===== config.mk =====
export PLATFORM = sky130hd
export DESIGN_NAME = cu_pipe_decode_flat
export DESIGN_NICKNAME = d
export VERILOG_FILES = /design/src/rtl/cu_pipe_decode_if.sv /design/src/rtl/cu_pipe_decode.sv /design/src/flat_wrapper.sv
export SDC_FILE = /design/constraint.sdc
export NUM_CORES = 1
export LEC_CHECK = 0
export ABC_AREA = 1
export CAP_MARGIN = 5
export CORE_UTILIZATION = 43
export DETAILED_ROUTE_END_ITERATION = 8
export PLACE_DENSITY = 0.77
export RECOVER_POWER = 100
export SLEW_MARGIN = 20
export SYNTH_ARGS = -nofsm -noshare
export SYNTH_HDL_FRONTEND = slang
export SYNTH_SLANG_ARGS = --single-unit

===== constraint.sdc =====
create_clock -name I_CLK -period 1.6 [get_ports I_CLK]
set_input_delay 0.16 -clock I_CLK [delete_from_list [all_inputs] [get_ports I_CLK]]
set_output_delay 0.16 -clock I_CLK [all_outputs]
set_load 0.1 [all_outputs]

===== src/rtl/cu_pipe_decode_if.sv =====
// cu_pipe_decode_if
// Groups the decode stage's handshake and control bus into one bundle.
// The IF/ID side, hazard unit, branch logic and debug unit drive the I_CU_*
// signals. The decode stage drives the registered ID/EX control bundle on
// the O_CU_* signals.
//
// Modports:
//   master - the environment around the decoder: drives I_CU_*, reads O_CU_*
//   slave  - the decoder itself: reads I_CU_*, drives O_CU_*
//
// Signals:
//   I_CU_VALID / I_CU_OP / I_CU_FUNCT / I_CU_RS / I_CU_RT / I_CU_RD
//       instruction fields arriving from IF/ID
//   I_CU_STALL / I_CU_FLUSH / I_CU_RESUME
//       hazard, branch and debug controls
//   O_CU_*
//       registered control bundle, PC freeze, halt status and instruction count
interface cu_pipe_decode_if #(
    parameter int OP_W   = 6,
    parameter int ALUC_W = 6,
    parameter int CNT_W  = 16
);
    logic              I_CU_VALID;
    logic [OP_W-1:0]   I_CU_OP;
    logic [OP_W-1:0]   I_CU_FUNCT;
    logic [4:0]        I_CU_RS;
    logic [4:0]        I_CU_RT;
    logic [4:0]        I_CU_RD;
    logic              I_CU_STALL;
    logic              I_CU_FLUSH;
    logic              I_CU_RESUME;

    logic              O_CU_VALID;
    logic              O_CU_MemtoReg;
    logic              O_CU_RegWrite;
    logic              O_CU_MemWrite;
    logic              O_CU_MemRead;
    logic              O_CU_BranchEQ;
    logic              O_CU_BranchNE;
    logic              O_CU_ALUSrc;
    logic              O_CU_RegDst;
    logic              O_CU_signed;
    logic              O_CU_shift;
    logic              O_CU_Jump;
    logic              O_CU_LinkR;
    logic              O_CU_R;
    logic [ALUC_W-1:0] O_CU_ALUControl;
    logic [1:0]        O_CU_Trunk;
    logic [4:0]        O_CU_DST;
    logic              O_CU_STALL_PC;
    logic              O_CU_HALTED;
    logic [CNT_W-1:0]  O_CU_INSTR_CNT;

    modport master (
        output I_CU_VALID, I_CU_OP, I_CU_FUNCT, I_CU_RS, I_CU_RT, I_CU_RD,
               I_CU_STALL, I_CU_FLUSH, I_CU_RESUME,
        input  O_CU_VALID, O_CU_MemtoReg, O_CU_RegWrite, O_CU_MemWrite,
               O_CU_MemRead, O_CU_BranchEQ, O_CU_BranchNE, O_CU_ALUSrc,
               O_CU_RegDst, O_CU_signed, O_CU_shift, O_CU_Jump, O_CU_LinkR,
               O_CU_R, O_CU_ALUControl, O_CU_Trunk, O_CU_DST,
               O_CU_STALL_PC, O_CU_HALTED, O_CU_INSTR_CNT
    );

    modport slave (
        input  I_CU_VALID, I_CU_OP, I_CU_FUNCT, I_CU_RS, I_CU_RT, I_CU_RD,
               I_CU_STALL, I_CU_FLUSH, I_CU_RESUME,
        output O_CU_VALID, O_CU_MemtoReg, O_CU_RegWrite, O_CU_MemWrite,
               O_CU_MemRead, O_CU_BranchEQ, O_CU_BranchNE, O_CU_ALUSrc,
               O_CU_RegDst, O_CU_signed, O_CU_shift, O_CU_Jump, O_CU_LinkR,
               O_CU_R, O_CU_ALUControl, O_CU_Trunk, O_CU_DST,
               O_CU_STALL_PC, O_CU_HALTED, O_CU_INSTR_CNT
    );
endinterface


===== src/rtl/cu_pipe_decode.sv =====
// cu_pipe_decode
// Pipelined MIPS control decode. It decodes opcode/funct in ID and registers
// the full control bundle into the ID/EX boundary. It also provides:
//   - valid/stall/flush handling
//   - a HALT drain-and-stop FSM (RUN -> DRAIN -> HALTED -> RUN on resume)
//   - a counter of valid instructions loaded into ID/EX
//
// Ports:
//   I_CLK - clock
//   I_RST - synchronous active-high reset
//   bus   - cu_pipe_decode_if.slave
//             inputs:  instruction fields, stall/flush/resume
//             outputs: registered bundle, O_CU_STALL_PC (combinational),
//                      O_CU_HALTED, O_CU_INSTR_CNT
//
// Optional feature:
//   CU_LOADUSE_EN - when defined, adds internal load-use hazard detection
//                   against the instruction currently held in ID/EX.
module cu_pipe_decode #(
    parameter int OP_W         = 6,
    parameter int ALUC_W       = 6,
    parameter int DRAIN_CYCLES = 4,
    parameter int CNT_W        = 16
) (
    input logic             I_CLK,
    input logic             I_RST,
    cu_pipe_decode_if.slave bus
);

    localparam int DCW = (DRAIN_CYCLES > 1) ? $clog2(DRAIN_CYCLES) : 1;

    localparam logic [OP_W-1:0] OP_RTYPE = OP_W'(6'b000000);
    localparam logic [OP_W-1:0] OP_ADDI  = OP_W'(6'b001000);
    localparam logic [OP_W-1:0] OP_ANDI  = OP_W'(6'b001100);
    localparam logic [OP_W-1:0] OP_ORI   = OP_W'(6'b001101);
    localparam logic [OP_W-1:0] OP_XORI  = OP_W'(6'b001110);
    localparam logic [OP_W-1:0] OP_SLTI  = OP_W'(6'b001010);
    localparam logic [OP_W-1:0] OP_LUI   = OP_W'(6'b001111);
    localparam logic [OP_W-1:0] OP_LB    = OP_W'(6'b100000);
    localparam logic [OP_W-1:0] OP_LBU   = OP_W'(6'b100100);
    localparam logic [OP_W-1:0] OP_LH    = OP_W'(6'b100001);
    localparam logic [OP_W-1:0] OP_LHU   = OP_W'(6'b100101);
    localparam logic [OP_W-1:0] OP_LW    = OP_W'(6'b100011);
    localparam logic [OP_W-1:0] OP_LWU   = OP_W'(6'b100111);
    localparam logic [OP_W-1:0] OP_SB    = OP_W'(6'b101000);
    localparam logic [OP_W-1:0] OP_SH    = OP_W'(6'b101001);
    localparam logic [OP_W-1:0] OP_SW    = OP_W'(6'b101011);
    localparam logic [OP_W-1:0] OP_BEQ   = OP_W'(6'b000100);
    localparam logic [OP_W-1:0] OP_BNE   = OP_W'(6'b000101);
    localparam logic [OP_W-1:0] OP_J     = OP_W'(6'b000010);
    localparam logic [OP_W-1:0] OP_JAL   = OP_W'(6'b000011);
    localparam logic [OP_W-1:0] OP_NOP   = OP_W'(6'b111110);
    localparam logic [OP_W-1:0] OP_HALT  = OP_W'(6'b010101);

    localparam logic [OP_W-1:0] FN_SLL   = OP_W'(6'b000000);
    localparam logic [OP_W-1:0] FN_SRL   = OP_W'(6'b000010);
    localparam logic [OP_W-1:0] FN_SRA   = OP_W'(6'b000011);
    localparam logic [OP_W-1:0] FN_JR    = OP_W'(6'b001000);
    localparam logic [OP_W-1:0] FN_JALR  = OP_W'(6'b001001);

    localparam logic [ALUC_W-1:0] ALU_ADD  = ALUC_W'(6'b100001);
    localparam logic [ALUC_W-1:0] ALU_AND  = ALUC_W'(6'b100100);
    localparam logic [ALUC_W-1:0] ALU_OR   = ALUC_W'(6'b100101);
    localparam logic [ALUC_W-1:0] ALU_XOR  = ALUC_W'(6'b100110);
    localparam logic [ALUC_W-1:0] ALU_SLT  = ALUC_W'(6'b101010);
    localparam logic [ALUC_W-1:0] ALU_NOP  = ALUC_W'(6'b111110);

    typedef struct packed {
        logic              mem_to_reg;
        logic              reg_write;
        logic              mem_write;
        logic              mem_read;
        logic              branch_eq;
        logic              branch_ne;
        logic              alu_src;
        logic              reg_dst;
        logic              sgn;
        logic              shift;
        logic              jump;
        logic              link_r;
        logic              r;
        logic [ALUC_W-1:0] alu_ctl;
        logic [1:0]        trunk;
    } ctl_t;

    typedef enum logic [1:0] {
        ST_RUN,
        ST_DRAIN,
        ST_HALTED
    } state_t;

    ctl_t           dec;
    logic [4:0]     dec_dst;
    ctl_t           ctl_q;
    logic           valid_q;
    logic [4:0]     dst_q;
    logic           halted_q;
    logic [CNT_W-1:0] cnt_q;
    state_t         state;
    logic [DCW-1:0] drain_cnt;
    logic           load_use;
    logic           halt_accept;

    // Pure opcode/funct decode; anything not recognised falls out as all-zero.
    always_comb begin
        dec = '0;
        case (bus.I_CU_OP)
            OP_RTYPE: begin
                if (bus.I_CU_FUNCT == FN_JR) begin
                    dec.jump = 1'b1;
                    dec.r    = 1'b1;
                end else if (bus.I_CU_FUNCT == FN_JALR) begin
                    dec.jump       = 1'b1;
                    dec.r          = 1'b1;
                    dec.link_r     = 1'b1;
                    dec.mem_to_reg = 1'b1;
                    dec.reg_write  = 1'b1;
                    dec.shift      = 1'b1;
                end else begin
                    dec.reg_write = 1'b1;
                    dec.reg_dst   = 1'b1;
                    dec.alu_ctl   = ALUC_W'(bus.I_CU_FUNCT);
                    dec.alu_src   = bus.I_CU_FUNCT inside {FN_SLL, FN_SRL, FN_SRA};
                end
            end
            OP_ADDI: begin
                dec.reg_write = 1'b1;
                dec.alu_src   = 1'b1;
                dec.alu_ctl   = ALU_ADD;
                dec.sgn       = 1'b1;
            end
            OP_ANDI: begin
                dec.reg_write = 1'b1;
                dec.alu_src   = 1'b1;
                dec.alu_ctl   = ALU_AND;
            end
            OP_ORI: begin
                dec.reg_write = 1'b1;
                dec.alu_src   = 1'b1;
                dec.alu_ctl   = ALU_OR;
            end
            OP_XORI: begin
                dec.reg_write = 1'b1;
                dec.alu_src   = 1'b1;
                dec.alu_ctl   = ALU_XOR;
            end
            OP_SLTI: begin
                dec.reg_write = 1'b1;
                dec.alu_src   = 1'b1;
                dec.alu_ctl   = ALU_SLT;
            end
            OP_LUI: begin
                dec.reg_write = 1'b1;
                dec.alu_src   = 1'b1;
                dec.shift     = 1'b1;
            end
            OP_LB, OP_LBU, OP_LH, OP_LHU, OP_LW, OP_LWU: begin
                dec.mem_to_reg = 1'b1;
                dec.reg_write  = 1'b1;
                dec.mem_read   = 1'b1;
                dec.alu_src    = 1'b1;
                dec.alu_ctl    = ALU_ADD;
                dec.sgn        = bus.I_CU_OP inside {OP_LB, OP_LH, OP_LW};
                if (bus.I_CU_OP inside {OP_LB, OP_LBU}) begin
                    dec.trunk = 2'b10;
                end else if (bus.I_CU_OP inside {OP_LH, OP_LHU}) begin
                    dec.trunk = 2'b01;
                end
            end
            OP_SB, OP_SH, OP_SW: begin
                dec.mem_write = 1'b1;
                dec.alu_src   = 1'b1;
                dec.alu_ctl   = ALU_ADD;
                dec.sgn       = 1'b1;
                if (bus.I_CU_OP == OP_SB) begin
                    dec.trunk = 2'b10;
                end else if (bus.I_CU_OP == OP_SH) begin
                    dec.trunk = 2'b01;
                end
            end
            OP_BEQ: dec.branch_eq = 1'b1;
            OP_BNE: dec.branch_ne = 1'b1;
            OP_J:   dec.jump      = 1'b1;
            OP_JAL: begin
                dec.jump       = 1'b1;
                dec.link_r     = 1'b1;
                dec.mem_to_reg = 1'b1;
                dec.reg_write  = 1'b1;
                dec.shift      = 1'b1;
            end
            OP_NOP:  dec.alu_ctl = ALU_NOP;
            default: dec = '0;
        endcase
    end

    // Link instructions always write $ra, regardless of RegDst.
    assign dec_dst = dec.link_r  ? 5'd31 :
                     dec.reg_dst ? bus.I_CU_RD : bus.I_CU_RT;

`ifdef CU_LOADUSE_EN
    logic reads_rt;

    // Only these classes actually source rt; I-type ALU and loads use rt as a destination.
    assign reads_rt = bus.I_CU_OP inside {OP_RTYPE, OP_BEQ, OP_BNE, OP_SB, OP_SH, OP_SW};

    // A flush squashes the consumer anyway, so it suppresses the hazard.
    assign load_use = valid_q && ctl_q.mem_read && (dst_q != 5'd0) && !bus.I_CU_FLUSH &&
                      ((dst_q == bus.I_CU_RS) || (reads_rt && (dst_q == bus.I_CU_RT)));
`else
    logic unused_rs;

    assign unused_rs = ^bus.I_CU_RS;
    assign load_use  = 1'b0;
`endif

    assign halt_accept = (state == ST_RUN) && bus.I_CU_VALID && (bus.I_CU_OP == OP_HALT) &&
                         !bus.I_CU_FLUSH && !bus.I_CU_STALL && !load_use;

    // The PC freezes as soon as HALT is accepted so nothing behind it enters IF/ID.
    assign bus.O_CU_STALL_PC = (state != ST_RUN) || halt_accept || bus.I_CU_STALL || load_use;

    // ID/EX register, instruction counter and HALT FSM share one update block so
    // the priority flush > stall > load-use > load is expressed in one place.
    always_ff @(posedge I_CLK) begin
        if (I_RST) begin
            ctl_q     <= '0;
            valid_q   <= 1'b0;
            dst_q     <= 5'd0;
            halted_q  <= 1'b0;
            cnt_q     <= '0;
            drain_cnt <= '0;
            state     <= ST_RUN;
        end else begin
            case (state)
                ST_RUN: begin
                    if (bus.I_CU_FLUSH || (!bus.I_CU_STALL && (load_use || !bus.I_CU_VALID))) begin
                        ctl_q   <= '0;
                        valid_q <= 1'b0;
                        dst_q   <= 5'd0;
                    end else if (!bus.I_CU_STALL) begin
                        cnt_q <= cnt_q + 1'b1;
                        if (bus.I_CU_OP == OP_HALT) begin
                            ctl_q     <= '0;
                            valid_q   <= 1'b0;
                            dst_q     <= 5'd0;
                            drain_cnt <= DCW'(DRAIN_CYCLES - 1);
                            state     <= ST_DRAIN;
                        end else begin
                            ctl_q   <= dec;
                            valid_q <= 1'b1;
                            dst_q   <= dec_dst;
                        end
                    end
                end
                ST_DRAIN: begin
                    ctl_q   <= '0;
                    valid_q <= 1'b0;
                    dst_q   <= 5'd0;
                    if (drain_cnt == '0) begin
                        halted_q <= 1'b1;
                        state    <= ST_HALTED;
                    end else begin
                        drain_cnt <= drain_cnt - 1'b1;
                    end
                end
                ST_HALTED: begin
                    ctl_q   <= '0;
                    valid_q <= 1'b0;
                    dst_q   <= 5'd0;
                    if (bus.I_CU_RESUME) begin
                        halted_q <= 1'b0;
                        state    <= ST_RUN;
                    end
                end
                default: state <= ST_RUN;
            endcase
        end
    end

    assign bus.O_CU_VALID      = valid_q;
    assign bus.O_CU_MemtoReg   = ctl_q.mem_to_reg;
    assign bus.O_CU_RegWrite   = ctl_q.reg_write;
    assign bus.O_CU_MemWrite   = ctl_q.mem_write;
    assign bus.O_CU_MemRead    = ctl_q.mem_read;
    assign bus.O_CU_BranchEQ   = ctl_q.branch_eq;
    assign bus.O_CU_BranchNE   = ctl_q.branch_ne;
    assign bus.O_CU_ALUSrc     = ctl_q.alu_src;
    assign bus.O_CU_RegDst     = ctl_q.reg_dst;
    assign bus.O_CU_signed     = ctl_q.sgn;
    assign bus.O_CU_shift      = ctl_q.shift;
    assign bus.O_CU_Jump       = ctl_q.jump;
    assign bus.O_CU_LinkR      = ctl_q.link_r;
    assign bus.O_CU_R          = ctl_q.r;
    assign bus.O_CU_ALUControl = ctl_q.alu_ctl;
    assign bus.O_CU_Trunk      = ctl_q.trunk;
    assign bus.O_CU_DST        = dst_q;
    assign bus.O_CU_HALTED     = halted_q;
    assign bus.O_CU_INSTR_CNT  = cnt_q;

endmodule


===== src/flat_wrapper.sv =====
// flat-port wrapper written by rule: the top's interface ports become plain ports
module cu_pipe_decode_flat 
#(
    parameter int OP_W         = 6,
    parameter int ALUC_W       = 6,
    parameter int DRAIN_CYCLES = 4,
    parameter int CNT_W        = 16
)
  (I_CLK, I_RST, bus_I_CU_VALID, bus_I_CU_OP, bus_I_CU_FUNCT, bus_I_CU_RS, bus_I_CU_RT, bus_I_CU_RD, bus_I_CU_STALL, bus_I_CU_FLUSH, bus_I_CU_RESUME, bus_O_CU_VALID, bus_O_CU_MemtoReg, bus_O_CU_RegWrite, bus_O_CU_MemWrite, bus_O_CU_MemRead, bus_O_CU_BranchEQ, bus_O_CU_BranchNE, bus_O_CU_ALUSrc, bus_O_CU_RegDst, bus_O_CU_signed, bus_O_CU_shift, bus_O_CU_Jump, bus_O_CU_LinkR, bus_O_CU_R, bus_O_CU_ALUControl, bus_O_CU_Trunk, bus_O_CU_DST, bus_O_CU_STALL_PC, bus_O_CU_HALTED, bus_O_CU_INSTR_CNT);
  cu_pipe_decode_if #(.OP_W(OP_W), .ALUC_W(ALUC_W), .CNT_W(CNT_W)) bus_i ();
  input logic I_CLK;
  input logic I_RST;
  input wire logic [$bits(bus_i.I_CU_VALID)-1:0] bus_I_CU_VALID;
  input wire logic [$bits(bus_i.I_CU_OP)-1:0] bus_I_CU_OP;
  input wire logic [$bits(bus_i.I_CU_FUNCT)-1:0] bus_I_CU_FUNCT;
  input wire logic [$bits(bus_i.I_CU_RS)-1:0] bus_I_CU_RS;
  input wire logic [$bits(bus_i.I_CU_RT)-1:0] bus_I_CU_RT;
  input wire logic [$bits(bus_i.I_CU_RD)-1:0] bus_I_CU_RD;
  input wire logic [$bits(bus_i.I_CU_STALL)-1:0] bus_I_CU_STALL;
  input wire logic [$bits(bus_i.I_CU_FLUSH)-1:0] bus_I_CU_FLUSH;
  input wire logic [$bits(bus_i.I_CU_RESUME)-1:0] bus_I_CU_RESUME;
  output wire logic [$bits(bus_i.O_CU_VALID)-1:0] bus_O_CU_VALID;
  output wire logic [$bits(bus_i.O_CU_MemtoReg)-1:0] bus_O_CU_MemtoReg;
  output wire logic [$bits(bus_i.O_CU_RegWrite)-1:0] bus_O_CU_RegWrite;
  output wire logic [$bits(bus_i.O_CU_MemWrite)-1:0] bus_O_CU_MemWrite;
  output wire logic [$bits(bus_i.O_CU_MemRead)-1:0] bus_O_CU_MemRead;
  output wire logic [$bits(bus_i.O_CU_BranchEQ)-1:0] bus_O_CU_BranchEQ;
  output wire logic [$bits(bus_i.O_CU_BranchNE)-1:0] bus_O_CU_BranchNE;
  output wire logic [$bits(bus_i.O_CU_ALUSrc)-1:0] bus_O_CU_ALUSrc;
  output wire logic [$bits(bus_i.O_CU_RegDst)-1:0] bus_O_CU_RegDst;
  output wire logic [$bits(bus_i.O_CU_signed)-1:0] bus_O_CU_signed;
  output wire logic [$bits(bus_i.O_CU_shift)-1:0] bus_O_CU_shift;
  output wire logic [$bits(bus_i.O_CU_Jump)-1:0] bus_O_CU_Jump;
  output wire logic [$bits(bus_i.O_CU_LinkR)-1:0] bus_O_CU_LinkR;
  output wire logic [$bits(bus_i.O_CU_R)-1:0] bus_O_CU_R;
  output wire logic [$bits(bus_i.O_CU_ALUControl)-1:0] bus_O_CU_ALUControl;
  output wire logic [$bits(bus_i.O_CU_Trunk)-1:0] bus_O_CU_Trunk;
  output wire logic [$bits(bus_i.O_CU_DST)-1:0] bus_O_CU_DST;
  output wire logic [$bits(bus_i.O_CU_STALL_PC)-1:0] bus_O_CU_STALL_PC;
  output wire logic [$bits(bus_i.O_CU_HALTED)-1:0] bus_O_CU_HALTED;
  output wire logic [$bits(bus_i.O_CU_INSTR_CNT)-1:0] bus_O_CU_INSTR_CNT;
  assign bus_i.I_CU_VALID = bus_I_CU_VALID;
  assign bus_i.I_CU_OP = bus_I_CU_OP;
  assign bus_i.I_CU_FUNCT = bus_I_CU_FUNCT;
  assign bus_i.I_CU_RS = bus_I_CU_RS;
  assign bus_i.I_CU_RT = bus_I_CU_RT;
  assign bus_i.I_CU_RD = bus_I_CU_RD;
  assign bus_i.I_CU_STALL = bus_I_CU_STALL;
  assign bus_i.I_CU_FLUSH = bus_I_CU_FLUSH;
  assign bus_i.I_CU_RESUME = bus_I_CU_RESUME;
  assign bus_O_CU_VALID = bus_i.O_CU_VALID;
  assign bus_O_CU_MemtoReg = bus_i.O_CU_MemtoReg;
  assign bus_O_CU_RegWrite = bus_i.O_CU_RegWrite;
  assign bus_O_CU_MemWrite = bus_i.O_CU_MemWrite;
  assign bus_O_CU_MemRead = bus_i.O_CU_MemRead;
  assign bus_O_CU_BranchEQ = bus_i.O_CU_BranchEQ;
  assign bus_O_CU_BranchNE = bus_i.O_CU_BranchNE;
  assign bus_O_CU_ALUSrc = bus_i.O_CU_ALUSrc;
  assign bus_O_CU_RegDst = bus_i.O_CU_RegDst;
  assign bus_O_CU_signed = bus_i.O_CU_signed;
  assign bus_O_CU_shift = bus_i.O_CU_shift;
  assign bus_O_CU_Jump = bus_i.O_CU_Jump;
  assign bus_O_CU_LinkR = bus_i.O_CU_LinkR;
  assign bus_O_CU_R = bus_i.O_CU_R;
  assign bus_O_CU_ALUControl = bus_i.O_CU_ALUControl;
  assign bus_O_CU_Trunk = bus_i.O_CU_Trunk;
  assign bus_O_CU_DST = bus_i.O_CU_DST;
  assign bus_O_CU_STALL_PC = bus_i.O_CU_STALL_PC;
  assign bus_O_CU_HALTED = bus_i.O_CU_HALTED;
  assign bus_O_CU_INSTR_CNT = bus_i.O_CU_INSTR_CNT;
  cu_pipe_decode #(.OP_W(OP_W), .ALUC_W(ALUC_W), .DRAIN_CYCLES(DRAIN_CYCLES), .CNT_W(CNT_W)) u_core (.I_CLK(I_CLK), .I_RST(I_RST), .bus(bus_i));
endmodule

-- After elaboration in Yosys (flattened, before gate mapping)
Index checks and enable logic that the tools add are counted.
- bits of input ports: 33
- word-level logic and storage cells: 155
- register bits after elaboration: 48
- output and inout bits: 45
- reduce and logical (&&, ||, !) cells: 38
- bitwise operators: 2
- eq/ne operators: 34
- multiplexer cells: 58
- add/subtract/negate cells: 2
- operator list (operator ; count):
    $mux 21 ; 3
    $eq 6x6->1 const B ; 10
    $eq 6x4->1 const B ; 8
    $pmux 21 s2 ; 1
    $pmux 6 s7 ; 1
    $mux 2 ; 14
    $mux 5 ; 5
    $eq 6x2->1 const B ; 4
    $mux 1 ; 18
    $pmux 1 s2 ; 9
    $add 16x1->16 const B ; 1
    $reduce_or 15->1 ; 1
    $reduce_or 13->1 ; 1
    $eq 6x3->1 const B ; 2
    $logic_not 6->1 ; 2
    $mux 6 ; 2
    $reduce_bool 2->1 ; 6
    $ne 2x2->1 const B ; 5
    $pmux 5 s2 ; 1
    $reduce_and 5->1 ; 2
    $reduce_or 10->1 ; 1
    $pmux 2 s2 ; 2
    $reduce_or 7->1 ; 1
    $eq 6x5->1 const B ; 1
    other kinds (19) ; 33

-- Logic depth before layout (Yosys ltp)
- depth in word-level cells: 11
- depth in mapped cells: 10
- mapped depth without buffers: 10

-- Worst setup path before layout
No wires, ideal clock.
- path kind: flip-flop to flip-flop
- from: reg u_core.cnt_q[1], in the netlist u_core.bus.O_CU_INSTR_CNT[1]
- to: reg u_core.cnt_q[8], in the netlist u_core.bus.O_CU_INSTR_CNT[8]
- setup slack: -0.595 ns
- path buffers: 0
- data arrival time: 2.129 ns
- stages on the path, launching flop included: 7
- required time: 1.533 ns
- clock period less this slack: 2.195 ns
- setup time: 0.067 ns
- path through: dfxtp_1 > ha_1 > inv_1 > nor3_1 > nand4_1 > xor2_1 > nor2_1
- word-level cells in the longest chain between the ends: 1
- ends and longest elaborated chain (element ; line ; source):
    start, declared ; cu_pipe_decode.sv:98 ; logic [CNT_W-1:0] cnt_q;
    start signal, assigned ; cu_pipe_decode.sv:241 ; cnt_q <= cnt_q + 1'b1;
    $add 16x1->16 ; cu_pipe_decode.sv:241 ;
No other way between the ends.
A chain may end at the register's enable or synchronous reset.

-- Worst setup path after layout
- from: reg u_core.state[0]
- to: reg u_core.ctl_q (netlist bit u_core.bus.O_CU_ALUControl[3])
- word-level cells in the longest chain between the ends: 4
- elaborated cells between the ends (all ways): 8
- those cells by class: 3 x eq/ne; 1 x mux; 4 x reduce/logical
- ends and longest elaborated chain (element ; line ; source):
    start, declared ; cu_pipe_decode.sv:99 ; state_t state;
    start signal, assigned ; cu_pipe_decode.sv:232 ; state <= ST_RUN;
    start signal, assigned ; cu_pipe_decode.sv:247 ; state <= ST_DRAIN;
    start signal, assigned ; cu_pipe_decode.sv:261 ; state <= ST_HALTED;
    $eq 2x1->1 or $eq 2x2->1 (tied branches) ; cu_pipe_decode.sv:234 ; case (state)
    $reduce_or 2->1 (no line) ; -- ;
    $reduce_bool 2->1 (no line) ; -- ;
    $reduce_and 2->1 (no line) ; -- ;
    end signal, assigned ; cu_pipe_decode.sv:237 ; ctl_q <= '0;
    end signal, assigned ; cu_pipe_decode.sv:243 ; ctl_q <= '0;
    end signal, assigned ; cu_pipe_decode.sv:249 ; ctl_q <= dec;
    end, declared ; cu_pipe_decode.sv:94 ; ctl_t ctl_q;
Several ways; a longest one is shown, not always the timed one.

==> results.yml <==
run_status:
  status: "finished, violations left"
  violations: "negative setup slack"
finish:
  multiInputGateArea_mm2: 0.001574
  antenna_cells: 0
  utilization_pct: 68.44
  syn2layout_area_growth_pct: 51.75
  layout.nets: 584
  fill_cells: 513
  drive_gt1_share_pct: 31.81
  final_cells: 622
  seq_area_um2: 980.9
place:
  dpl.hpwl_um: 6796
  dp_cells: 608
  routabilityCongestion: 0.9615
  port_buffers: 72
sta:
  finalSetupViolations: 1
  drv_slew: 0
  skew_ns: 0.005887
  fin_crit_sh_pct: 100.2
  final.setup.worst_slack_ns: -0.002435
  rsz0062_at_grt: "true"
  fin_crit_ns: 1.602
  worst_pin_slew_ns: 0.5708
  relSlewSlack_pct: 62.11
  hold_viol_final: 0
  max_freq_ghz: 0.6241
die:
  die-height_um: 81.50
  ios: 78
  die_x_um: 81.50
  fp-row-count: 28
  core_mm2: 0.006026
  die_area_mm2: 0.006642
  start_util_pct: 45.10
setup_path:
  startpoint_type: "flop"
  reg2regPathDepth: 8
  required_ns: 1.82
  crit_type: "flop to flop"
  regToRegSetupSlack_ns: -0.002
  r2r_end: "u_core.bus.O_CU_ALUControl[3]$_SDFFE_PP0P_"
  endpoint_kind: "flop"
  crit_path_end: "u_core.bus.O_CU_ALUControl[3]$_SDFFE_PP0P_"
  r2r_start: "u_core.state[0]$_SDFFE_PP0P_"
  arrival_ns: 1.83
  critPathLaunch: "u_core.state[0]$_SDFFE_PP0P_"
  cp_max_fo: 7
cts:
  cts-hold-fix-buffers: 0
  cts_buffer_depth: 2
  root_buffer: "clkbuf_8"
  htreeDepth: 2
  clk_latency_ns: 0.30
  cts_made_buffers: 5
  cts_tree: "done"
  clk_pin_slew_ns: 0.09
  cts_sinks: 48
min_path:
  hold_path_class: "flop to flop"
  hold_start: "u_core.bus.O_CU_ALUControl[0]$_SDFFE_PP0P_"
yosys:
  syn_area_per_cell_um2: 6.661
  syn_inst: 408
  yosysUniqueCellTypes: 32
  syn_area_mm2: 0.002718
  yosysWarnings: 0
  synth.net_count: 446
  ys_seq_area_share_pct: 35.36
  ys_ff_latch: 48
power_and_ir_drop:
  finalPower_mw: 3.777
  irDropWorstVdd_v: 0.0008842
  p_leak_nw: 1.839
  p_per_area_mw_per_mm2: 915.8
global_route:
  grt_overflow: 0
  grt_pass1_vias: 2894
  grt_usage_pct: 26.35
  grt_max_degree: 24
  grt_pass1_wl_um: 13340
  grt_antenna_before_repair: 0
detailed_routing:
  wl_per_cell_um: 14.48
  antenna_left: 0
  drc: 0
  dr.pass1.iters: 5
  vias: 3260
  first_iter_violations: 217
  drt_wl_total_um: 9006
  via_per_inst: 5.241
job:
  drv_cap: 0
cell usage in the layout (no fill, tap or decap), drive strengths merged, types with 11 or more instances in the layout:
cell type	instances
nand3	36
nor2	57
clkdlybuf4s50	24
clkbuf	44
buf	78
a21oi	42
o21ai	16
nand2	120
nand4	11
inv	42
dfxtp	48
timing repair:
item	in CTS	in global routing
setup endpoints to repair	33	36
pin swaps	4	7
gates cloned	0	1
hold endpoints to repair	0	0
buffers inserted	2	3
gates resized for setup	7	22
synth_stat cells (all sizes together):
cell type	count	area share, %
nand2	120	17
nor2	57	10
dfxtp	48	35
a21oi	42	7.7
inv	42	5.8
nand3	36	7.0
o21ai	16	2.9
nand4	11	2.8
buf	9	2.9
nor3	8	1.7
ha	5	2.3
clkbuf	2	0.28
nand3b	2	0.55
or2	2	0.46
xor2	2	0.64
a211oi	1	0.28
dlygate4sd1	1	0.32
o211ai	1	0.28
o21a	1	0.28
o22ai	1	0.74
o31ai	1	0.28
per-layer routing:
metal  global-route usage, %  wire length [µm]  up-vias
li1                        -                 -     1600
met1                   33.29              3863     1521
met2                   46.33              4511      123
met3                   3.000               458       16
met4                   8.571               172        0
met5                       0                 0        -
critical path: stages (launching register included):
cell and delay (ns):
dfxtp_2 0.35, inv_2 0.06, ha_4 0.24, inv_2 0.06
nand4_1 0.13, nor2_4 0.24, buf_4 0.18, o21ai_0 0.08
a21oi_1 0.17
power breakdown:
part / total, mW / leakage, nW / internal [mW] / switching, mW
sequential: 1.29 / 0.394 / 1.26 / 0.0371
combinational: 1.62 / 1.39 / 0.657 / 0.961
clock: 0.865 / 0.0552 / 0.464 / 0.401
metrics by stage:
| step | setup WS, ns | setup TNS [ns] | hold WS [ns] | instance area (µm²) |
|---|---|---|---|---|
| 3_5_place_dp | -0.1994 | -4.129 | 0.4906 | 4423 |
| 3_3_place_gp | -0.1636 | -2.353 | 0.4859 | 4423 |
| 6_report | -0.002435 | -0.002435 | 0.4687 | 4124 |
| 4_1_cts | -0.02774 | -0.07730 | 0.5030 | 4551 |
| 5_1_grt | -0.09016 | -0.5994 | 0.4931 | 4124 |
| 2_1_floorplan | 0.005062 | 0 | 0.3411 | 2754 |
kinds of logic after synthesis:
| group | after synthesis | share of synthesized area (%) |
|---|---|---|
| flip-flops | 48 | 35.36 |
| adder cells (fa/ha/maj) | 5 | 2.302 |
| XOR/XNOR | 2 | 0.6447 |
| AO/OA/AOI/OAI | 63 | 12.52 |
| AND/OR/NAND/NOR | 236 | 39.83 |
| buffers and inverters | 54 | 9.346 |
how the worst min path moves through the flow:
stage | to | slack [ns] | cells after the start
after floorplan | u_core.bus.O_CU_BranchEQ$_SDFFE_PP0P_ | 0.34 | 2
after global placement | u_core.bus.O_CU_INSTR_CNT[13]$_SDFFE_PP0P_ | 0.49 | 2
after detailed placement | u_core.bus.O_CU_ALUControl[2]$_SDFFE_PP0P_ | 0.49 | 2
after CTS | u_core.bus.O_CU_ALUControl[2]$_SDFFE_PP0P_ | 0.50 | 2
after global routing | u_core.bus.O_CU_LinkR$_SDFFE_PP0P_ | 0.49 | 2
final | u_core.bus.O_CU_ALUControl[0]$_SDFFE_PP0P_ | 0.47 | 2
cell type report:
class / count / area share, %
clock buffer: 6 / 1.760
sequential: 48 / 23.79
clock inverter: 2 / 0.8495
timing repair buffer: 143 / 29.34
multi-input combinational: 306 / 38.17
inverter: 42 / 3.823
tap: 75 / 2.275
flip-flops by register name, indices dropped and copies added, names as in the netlist, 2 cells and up:
register,cells
u_core.bus.O_CU_INSTR_CNT,16
u_core.state,2
u_core.bus.O_CU_DST,5
u_core.drain_cnt,2
u_core.bus.O_CU_Trunk,2
u_core.bus.O_CU_ALUControl,6
Power figures use the tool's default switching activity.
